`src/rtl/des_pkg.sv`:
```
// Shared constants and FSM state encoding for the DES host loader and its byte shifters.
package des_pkg;

  localparam int unsigned BYTES_PER_BLOCK = 8;

  localparam logic [5:0] PT_ADDR_DEFAULT = 6'd0;
  localparam logic [5:0] CT_ADDR_DEFAULT = 6'd1;

  localparam logic [2:0] ST_RX_ENC        = 3'd0;
  localparam logic [2:0] ST_WR_PT_ENC     = 3'd1;
  localparam logic [2:0] ST_KICK_ENC      = 3'd2;
  localparam logic [2:0] ST_WAIT_CTRL_ENC = 3'd3;
  localparam logic [2:0] ST_RD_CT_ENC     = 3'd4;
  localparam logic [2:0] ST_WAIT_RD_ENC   = 3'd5;
  localparam logic [2:0] ST_CAPTURE_ENC   = 3'd6;
  localparam logic [2:0] ST_TX_ENC        = 3'd7;

  typedef enum logic [2:0] {
    StRx       = ST_RX_ENC,
    StWrPt     = ST_WR_PT_ENC,
    StKick     = ST_KICK_ENC,
    StWaitCtrl = ST_WAIT_CTRL_ENC,
    StRdCt     = ST_RD_CT_ENC,
    StWaitRd   = ST_WAIT_RD_ENC,
    StCapture  = ST_CAPTURE_ENC,
    StTx       = ST_TX_ENC
  } loader_state_e;

endpackage

```
`src/rtl/des_byte_shifter.sv`:
```
// 64-bit register that loads in parallel or shifts one byte in at the LSB end,
// with a 3-bit byte counter that wraps after a full block.
module des_byte_shifter
  import des_pkg::*;
(
  input  logic        clk,
  input  logic        reset,
  input  logic        i_load,
  input  logic [63:0] i_load_data,
  input  logic        i_shift,
  input  logic [7:0]  i_byte,
  output logic [63:0] o_word,
  output logic [7:0]  o_top_byte,
  output logic        o_last
);

  localparam logic [2:0] LAST_IDX = 3'(BYTES_PER_BLOCK - 1);

  logic [63:0] r_word;
  logic [2:0]  r_cnt;

  always_ff @(posedge clk or posedge reset) begin
    if (reset) begin
      r_word <= '0;
      r_cnt  <= '0;
    end else if (i_load) begin
      r_word <= i_load_data;
      r_cnt  <= '0;
    end else if (i_shift) begin
      r_word <= {r_word[55:0], i_byte};
      r_cnt  <= r_cnt + 3'd1;
    end
  end

  assign o_word     = r_word;
  assign o_top_byte = r_word[63:56];
  // Asserted on the shift that completes a block; the counter wraps to 0 on that same edge.
  assign o_last     = i_shift && (r_cnt == LAST_IDX);

endmodule

```
`src/rtl/des_host_loader.sv`:
```
// Byte-stream front end for the DES BRAM controller: assembles a plaintext block, kicks the
// controller, reads back the ciphertext and streams it out. DES_HOST_TIMEOUT_EN adds a WAIT_CTRL timeout.
module des_host_loader
  import des_pkg::*;
#(
  parameter logic [5:0]  PT_ADDR        = PT_ADDR_DEFAULT,
  parameter logic [5:0]  CT_ADDR        = CT_ADDR_DEFAULT,
  parameter int unsigned TIMEOUT_CYCLES = 4096
) (
  input  logic        clk,
  input  logic        reset,
  input  logic [7:0]  i_rx_data,
  input  logic        i_rx_valid,
  output logic        o_rx_ready,
  output logic [7:0]  o_tx_data,
  output logic        o_tx_valid,
  input  logic        i_tx_ready,
  output logic        o_bram_sel,
  output logic [5:0]  o_bram_addr,
  output logic [63:0] o_bram_din,
  output logic        o_bram_we,
  output logic        o_bram_en,
  input  logic [63:0] i_bram_dout,
  output logic        o_ctrl_start,
  output logic        o_ctrl_rst,
  input  logic        i_ctrl_done_all,
  output logic        o_busy,
  output logic        o_timeout_err
);

  loader_state_e r_state, w_state_next;

  logic        r_live;
  logic        w_rx_fire, w_tx_fire;
  logic        w_rx_last, w_tx_last;
  logic        w_capture;
  logic        w_timeout;
  logic        w_wait_expired;
  logic        w_to_pulse;
  logic [63:0] w_rx_word;
  logic [7:0]  w_unused_rx_byte;
  logic [63:0] w_unused_tx_word;

  always_ff @(posedge clk or posedge reset) begin
    if (reset) begin
      r_state <= StRx;
      r_live  <= 1'b0;
    end else begin
      r_state <= w_state_next;
      r_live  <= 1'b1;
    end
  end

  // r_live keeps rx_ready low while reset is held and raises it on the first clock after release.
  assign o_rx_ready = (r_state == StRx) && r_live;
  assign o_tx_valid = (r_state == StTx);
  assign o_busy     = (r_state != StRx);
  assign w_rx_fire  = i_rx_valid && o_rx_ready;
  assign w_tx_fire  = o_tx_valid && i_tx_ready;
  assign o_ctrl_rst = w_capture || w_to_pulse;

  always_comb begin
    w_state_next = r_state;
    o_bram_sel   = 1'b0;
    o_bram_addr  = '0;
    o_bram_din   = '0;
    o_bram_we    = 1'b0;
    o_bram_en    = 1'b0;
    o_ctrl_start = 1'b0;
    w_capture    = 1'b0;
    w_timeout    = 1'b0;
    case (r_state)
      StRx: begin
        if (w_rx_last) w_state_next = StWrPt;
      end
      StWrPt: begin
        o_bram_sel   = 1'b1;
        o_bram_we    = 1'b1;
        o_bram_addr  = PT_ADDR;
        o_bram_din   = w_rx_word;
        w_state_next = StKick;
      end
      StKick: begin
        o_ctrl_start = 1'b1;
        w_state_next = StWaitCtrl;
      end
      StWaitCtrl: begin
        // A done arriving in the final allowed cycle still wins over the timeout.
        if (i_ctrl_done_all) begin
          w_state_next = StRdCt;
        end else if (w_wait_expired) begin
          w_timeout    = 1'b1;
          w_state_next = StRx;
        end
      end
      StRdCt: begin
        o_bram_sel   = 1'b1;
        o_bram_en    = 1'b1;
        o_bram_addr  = CT_ADDR;
        w_state_next = StWaitRd;
      end
      StWaitRd: begin
        o_bram_sel   = 1'b1;
        o_bram_addr  = CT_ADDR;
        w_state_next = StCapture;
      end
      StCapture: begin
        o_bram_sel   = 1'b1;
        o_bram_addr  = CT_ADDR;
        w_capture    = 1'b1;
        w_state_next = StTx;
      end
      StTx: begin
        if (w_tx_last) w_state_next = StRx;
      end
      default: w_state_next = StRx;
    endcase
  end

  des_byte_shifter u_rx_shifter (
    .clk         (clk),
    .reset       (reset),
    .i_load      (1'b0),
    .i_load_data (64'h0),
    .i_shift     (w_rx_fire),
    .i_byte      (i_rx_data),
    .o_word      (w_rx_word),
    .o_top_byte  (w_unused_rx_byte),
    .o_last      (w_rx_last)
  );

  des_byte_shifter u_tx_shifter (
    .clk         (clk),
    .reset       (reset),
    .i_load      (w_capture),
    .i_load_data (i_bram_dout),
    .i_shift     (w_tx_fire),
    .i_byte      (8'h00),
    .o_word      (w_unused_tx_word),
    .o_top_byte  (o_tx_data),
    .o_last      (w_tx_last)
  );

`ifdef DES_HOST_TIMEOUT_EN
  localparam int unsigned    TO_W    = $clog2(TIMEOUT_CYCLES + 1);
  localparam logic [TO_W-1:0] TO_LAST = TO_W'(TIMEOUT_CYCLES - 1);

  logic [TO_W-1:0] r_wait_cnt;
  logic            r_timeout;

  always_ff @(posedge clk or posedge reset) begin
    if (reset) begin
      r_wait_cnt <= '0;
      r_timeout  <= 1'b0;
    end else begin
      r_timeout  <= w_timeout;
      r_wait_cnt <= (r_state == StWaitCtrl) ? r_wait_cnt + 1'b1 : '0;
    end
  end

  // Counter holds TO_LAST during the last permitted WAIT_CTRL cycle; the pulse follows it.
  assign w_wait_expired = (r_wait_cnt == TO_LAST);
  assign w_to_pulse     = r_timeout;
`else
  logic w_unused_timeout;

  assign w_unused_timeout = w_timeout ^ (TIMEOUT_CYCLES != 0);
  assign w_wait_expired   = 1'b0;
  assign w_to_pulse       = 1'b0;
`endif

  assign o_timeout_err = w_to_pulse;

endmodule

```
`config.mk`:
```
export PLATFORM = sky130hd
export DESIGN_NAME = des_host_loader
export DESIGN_NICKNAME = d
export VERILOG_FILES = /design/src/rtl/des_pkg.sv /design/src/rtl/des_byte_shifter.sv /design/src/rtl/des_host_loader.sv
export SDC_FILE = /design/constraint.sdc
export NUM_CORES = 1
export LEC_CHECK = 0
export ABC_CLOCK_PERIOD_IN_PS = 2400
export CAP_MARGIN = 40
export CORE_MARGIN = 3
export CORE_UTILIZATION = 35
export CTS_BUF_LIST = sky130_fd_sc_hd__clkbuf_8
export CTS_CLUSTER_DIAMETER = 50
export DETAILED_ROUTE_END_ITERATION = 12
export PLACE_DENSITY = 0.69
export REMOVE_ABC_BUFFERS = 1
export SLEW_MARGIN = 20
export SYNTH_ARGS = -nofsm -noshare
export SYNTH_HDL_FRONTEND = slang
export SYNTH_HIERARCHICAL = 1
export SYNTH_SLANG_ARGS = --single-unit
```
`constraint.sdc`:
```
create_clock -name clk -period 2.4 [get_ports clk]
set_input_delay 0.48 -clock clk [delete_from_list [all_inputs] [get_ports clk]]
set_output_delay 0.48 -clock clk [all_outputs]
set_load 0.005 [all_outputs]
```
==> impl_metrics.toml, run 1 <==
[sta]
finalClockSkew_ns = 0.0122
period_needed_ns = 2.33
rsz0062_at_grt = "true"
drv_slew = 0
hold_violations = 0
max_freq_mhz = 429
finalCritPeriodShare = 0.972
holdWs_ns = 0.339
finalSetupViolCount = 0

[die]
fp.dieH_um = 148
initial_utilization = 0.361
io_pins = 164
num_rows = 51
dieArea_mm2 = 0.0220
coreArea_mm2 = 0.0197
dieWidth_um = 148

[clock_network]
clk_pin_slew_ns = 0.07
h-tree-depth = 4
cts_tree = "done"
cts_sinks = 138
clock_latency_ns = 0.44
hold_buffers = 0
root_buffer = "clkbuf_8"
clock_path_buffers = 2
cts_buffers = 17

[power_and_ir_drop]
cellPowerDensity_mw_per_mm2 = 886
irDropWorstVdd_v = 0.000586
p_leak_nw = 4.28

[detailed_routing]
drt.antenna.violating_nets = 0
dr.first_iter.drc_count = 206
drc = 0
firstDrtPassIters = 4
drt_wl_total_um = 17400
num_vias = 5312
vias_per_cell = 4.44
routedWlPerCell_um = 14.5

[worst_setup_path]
worst_ep_arrival_time_ns = 1.85
required_ns = 1.92
path_max_fanout = 15
critPathCaptureType = "output port"
crit_type = "reg2out"
start_kind = "flop"

[min_path]
hold_class = "in2async"

[logic_synthesis]
netlist_instances = 696
synthesis.area_mm2 = 0.00709
synth.avg_cell_area_um2 = 10.2
yosysWarnings = 6

[placed_design]
io_buffer_count = 157
dp_hpwl_um = 11300
place_congestion = 0.751

[flow_run]
drv_cap = 0

[global_route]
grt_pass1_wl_um = 28400
grt_max_degree = 132
grt-ovfl-total = 0
antenna_found_initial = 0
track_usage = 0.161
grt_pass1_vias = 5229

[final_layout]
final_core_util = 0.488
fillCellCount = 1874
area_growth_syn_to_layout_pct = 35.2
num-nets-final = 999
n_antenna_cell = 0
multi_input_area_mm2 = 0.00343
drive_above_1_share = 0.0956
ff_latch_area_mm2 = 0.00345

[status]
outcome = "finished clean"
[area by class of cell]
type,instances,share of cell area
timing repair buffer,188,0.197
sequential,138,0.360
clock buffer,18,0.0258
clock inverter,14,0.0226
multi-input combinational,569,0.358
inverter,4,0.00157
tap,265,0.0346
[worst paths after layout]
check | startpoint | to | slack [ns] | depth (start not counted)
setup / recovery | r_state[2] | o_bram_din[61] | 0.07 | 7
hold / removal | reset | r_state[2] | 0.34 | 2
setup reg to reg | r_state[1] | u_rx_shifter/o_word[46] | 0.47 | 6
hold reg to reg | u_tx_shifter/r_cnt[1] | u_tx_shifter/r_cnt[1] | 0.53 | 2
max in group asynchronous | reset | u_tx_shifter/o_word[40] | 1.39 | 3
min in group clk | u_tx_shifter/r_cnt[1] | u_tx_shifter/r_cnt[1] | 0.53 | 2
[routing by layer]
metal / global-route usage / part of all wire / vias up
met5: 0 / 0 / -
met4: 0.0485 / 0.015 / 0
met3: 0.0353 / 0.030 / 14
met2: 0.262 / 0.49 / 89
met1: 0.217 / 0.46 / 2517
li1: - / - / 2692
[flip-flops by register name (all words and copies together), names as in the netlist]
register,count
r_state,3
u_tx_shifter/r_cnt,3
r_live,1
u_rx_shifter/o_word,64
u_tx_shifter/o_word,64
u_rx_shifter/r_cnt,3
[what timing repair did]
action                                  CTS  global route
gates cloned                              4             0
resized for setup                        91            29
setup buffers                            10             1
pin swaps                                 1             0
endpoints found under the setup margin   67            18
[cell usage in the layout (no fill, tap or decap), drive strengths merged, types with 5 or more instances in the layout]
cell type        n
nor2             7
bufinv           5
inv              7
clkdlybuf4s50   87
and2            70
nand2          128
dfrtp          138
dlygate4sd2     54
buf             35
mux2i          132
clkbuf          28
conb            84
clkinv           5
o21ai          128
[critical path: stages (launching register included)]
cell and delay [ns]:
dfrtp_1 0.41, nor3b_4 0.24, buf_6 0.18, buf_12 0.15, buf_6 0.10, buf_4 0.10
and2_1 0.11, buf_2 0.12
[metrics by stage]
| stage | setup TNS (ns) | setup WS, ns | instances | power (W) | cell area, um2 |
|---|---|---|---|---|---|
| CTS | 0 | 0.00262 | 1195 | 0.00858 | 9590 |
| global placement | 0 | 0.273 | 1149 | 0.00618 | 9000 |
| finish | 0 | 0.0682 | 1196 | 0.00850 | 9590 |
| detailed placement | 0 | 0.245 | 1149 | 0.00629 | 9000 |
| global route | -0.0699 | -0.0403 | 1196 | 0.00916 | 9590 |
| floorplan | -452.93 | -5.31 | 711 | 0.00523 | 6870 |
[report_power, final]
group          switching (W)  total, W  internal, W  leakage [nW]
sequential          0.000413   0.00347      0.00306          1.67
combinational        0.00141   0.00281      0.00140          2.37
clock               0.000943   0.00222      0.00127         0.234
Power figures use the tool's default switching activity.
==> inputs of run 2 (changes only) <==
--- a/config.mk
+++ b/config.mk
@@ -10,7 +10,7 @@
 export CORE_MARGIN = 3
 export CORE_UTILIZATION = 35
 export CTS_BUF_LIST = sky130_fd_sc_hd__clkbuf_8
-export CTS_CLUSTER_DIAMETER = 50
+export CTS_CLUSTER_DIAMETER = 200
 export DETAILED_ROUTE_END_ITERATION = 12
 export PLACE_DENSITY = 0.69
 export REMOVE_ABC_BUFFERS = 1
==> results of run 2 <==
No change in the layout: final DEF, timing and power equal those of run 1.
==> inputs of run 3 (changes only) <==
--- a/config.mk
+++ b/config.mk
@@ -12,6 +12,7 @@
 export CTS_BUF_LIST = sky130_fd_sc_hd__clkbuf_8
 export CTS_CLUSTER_DIAMETER = 200
 export DETAILED_ROUTE_END_ITERATION = 12
+export HOLD_SLACK_MARGIN = 0.12
 export PLACE_DENSITY = 0.69
 export REMOVE_ABC_BUFFERS = 1
 export SLEW_MARGIN = 20
==> results of run 3 <==
No change in the layout: final DEF, timing and power equal those of run 1.
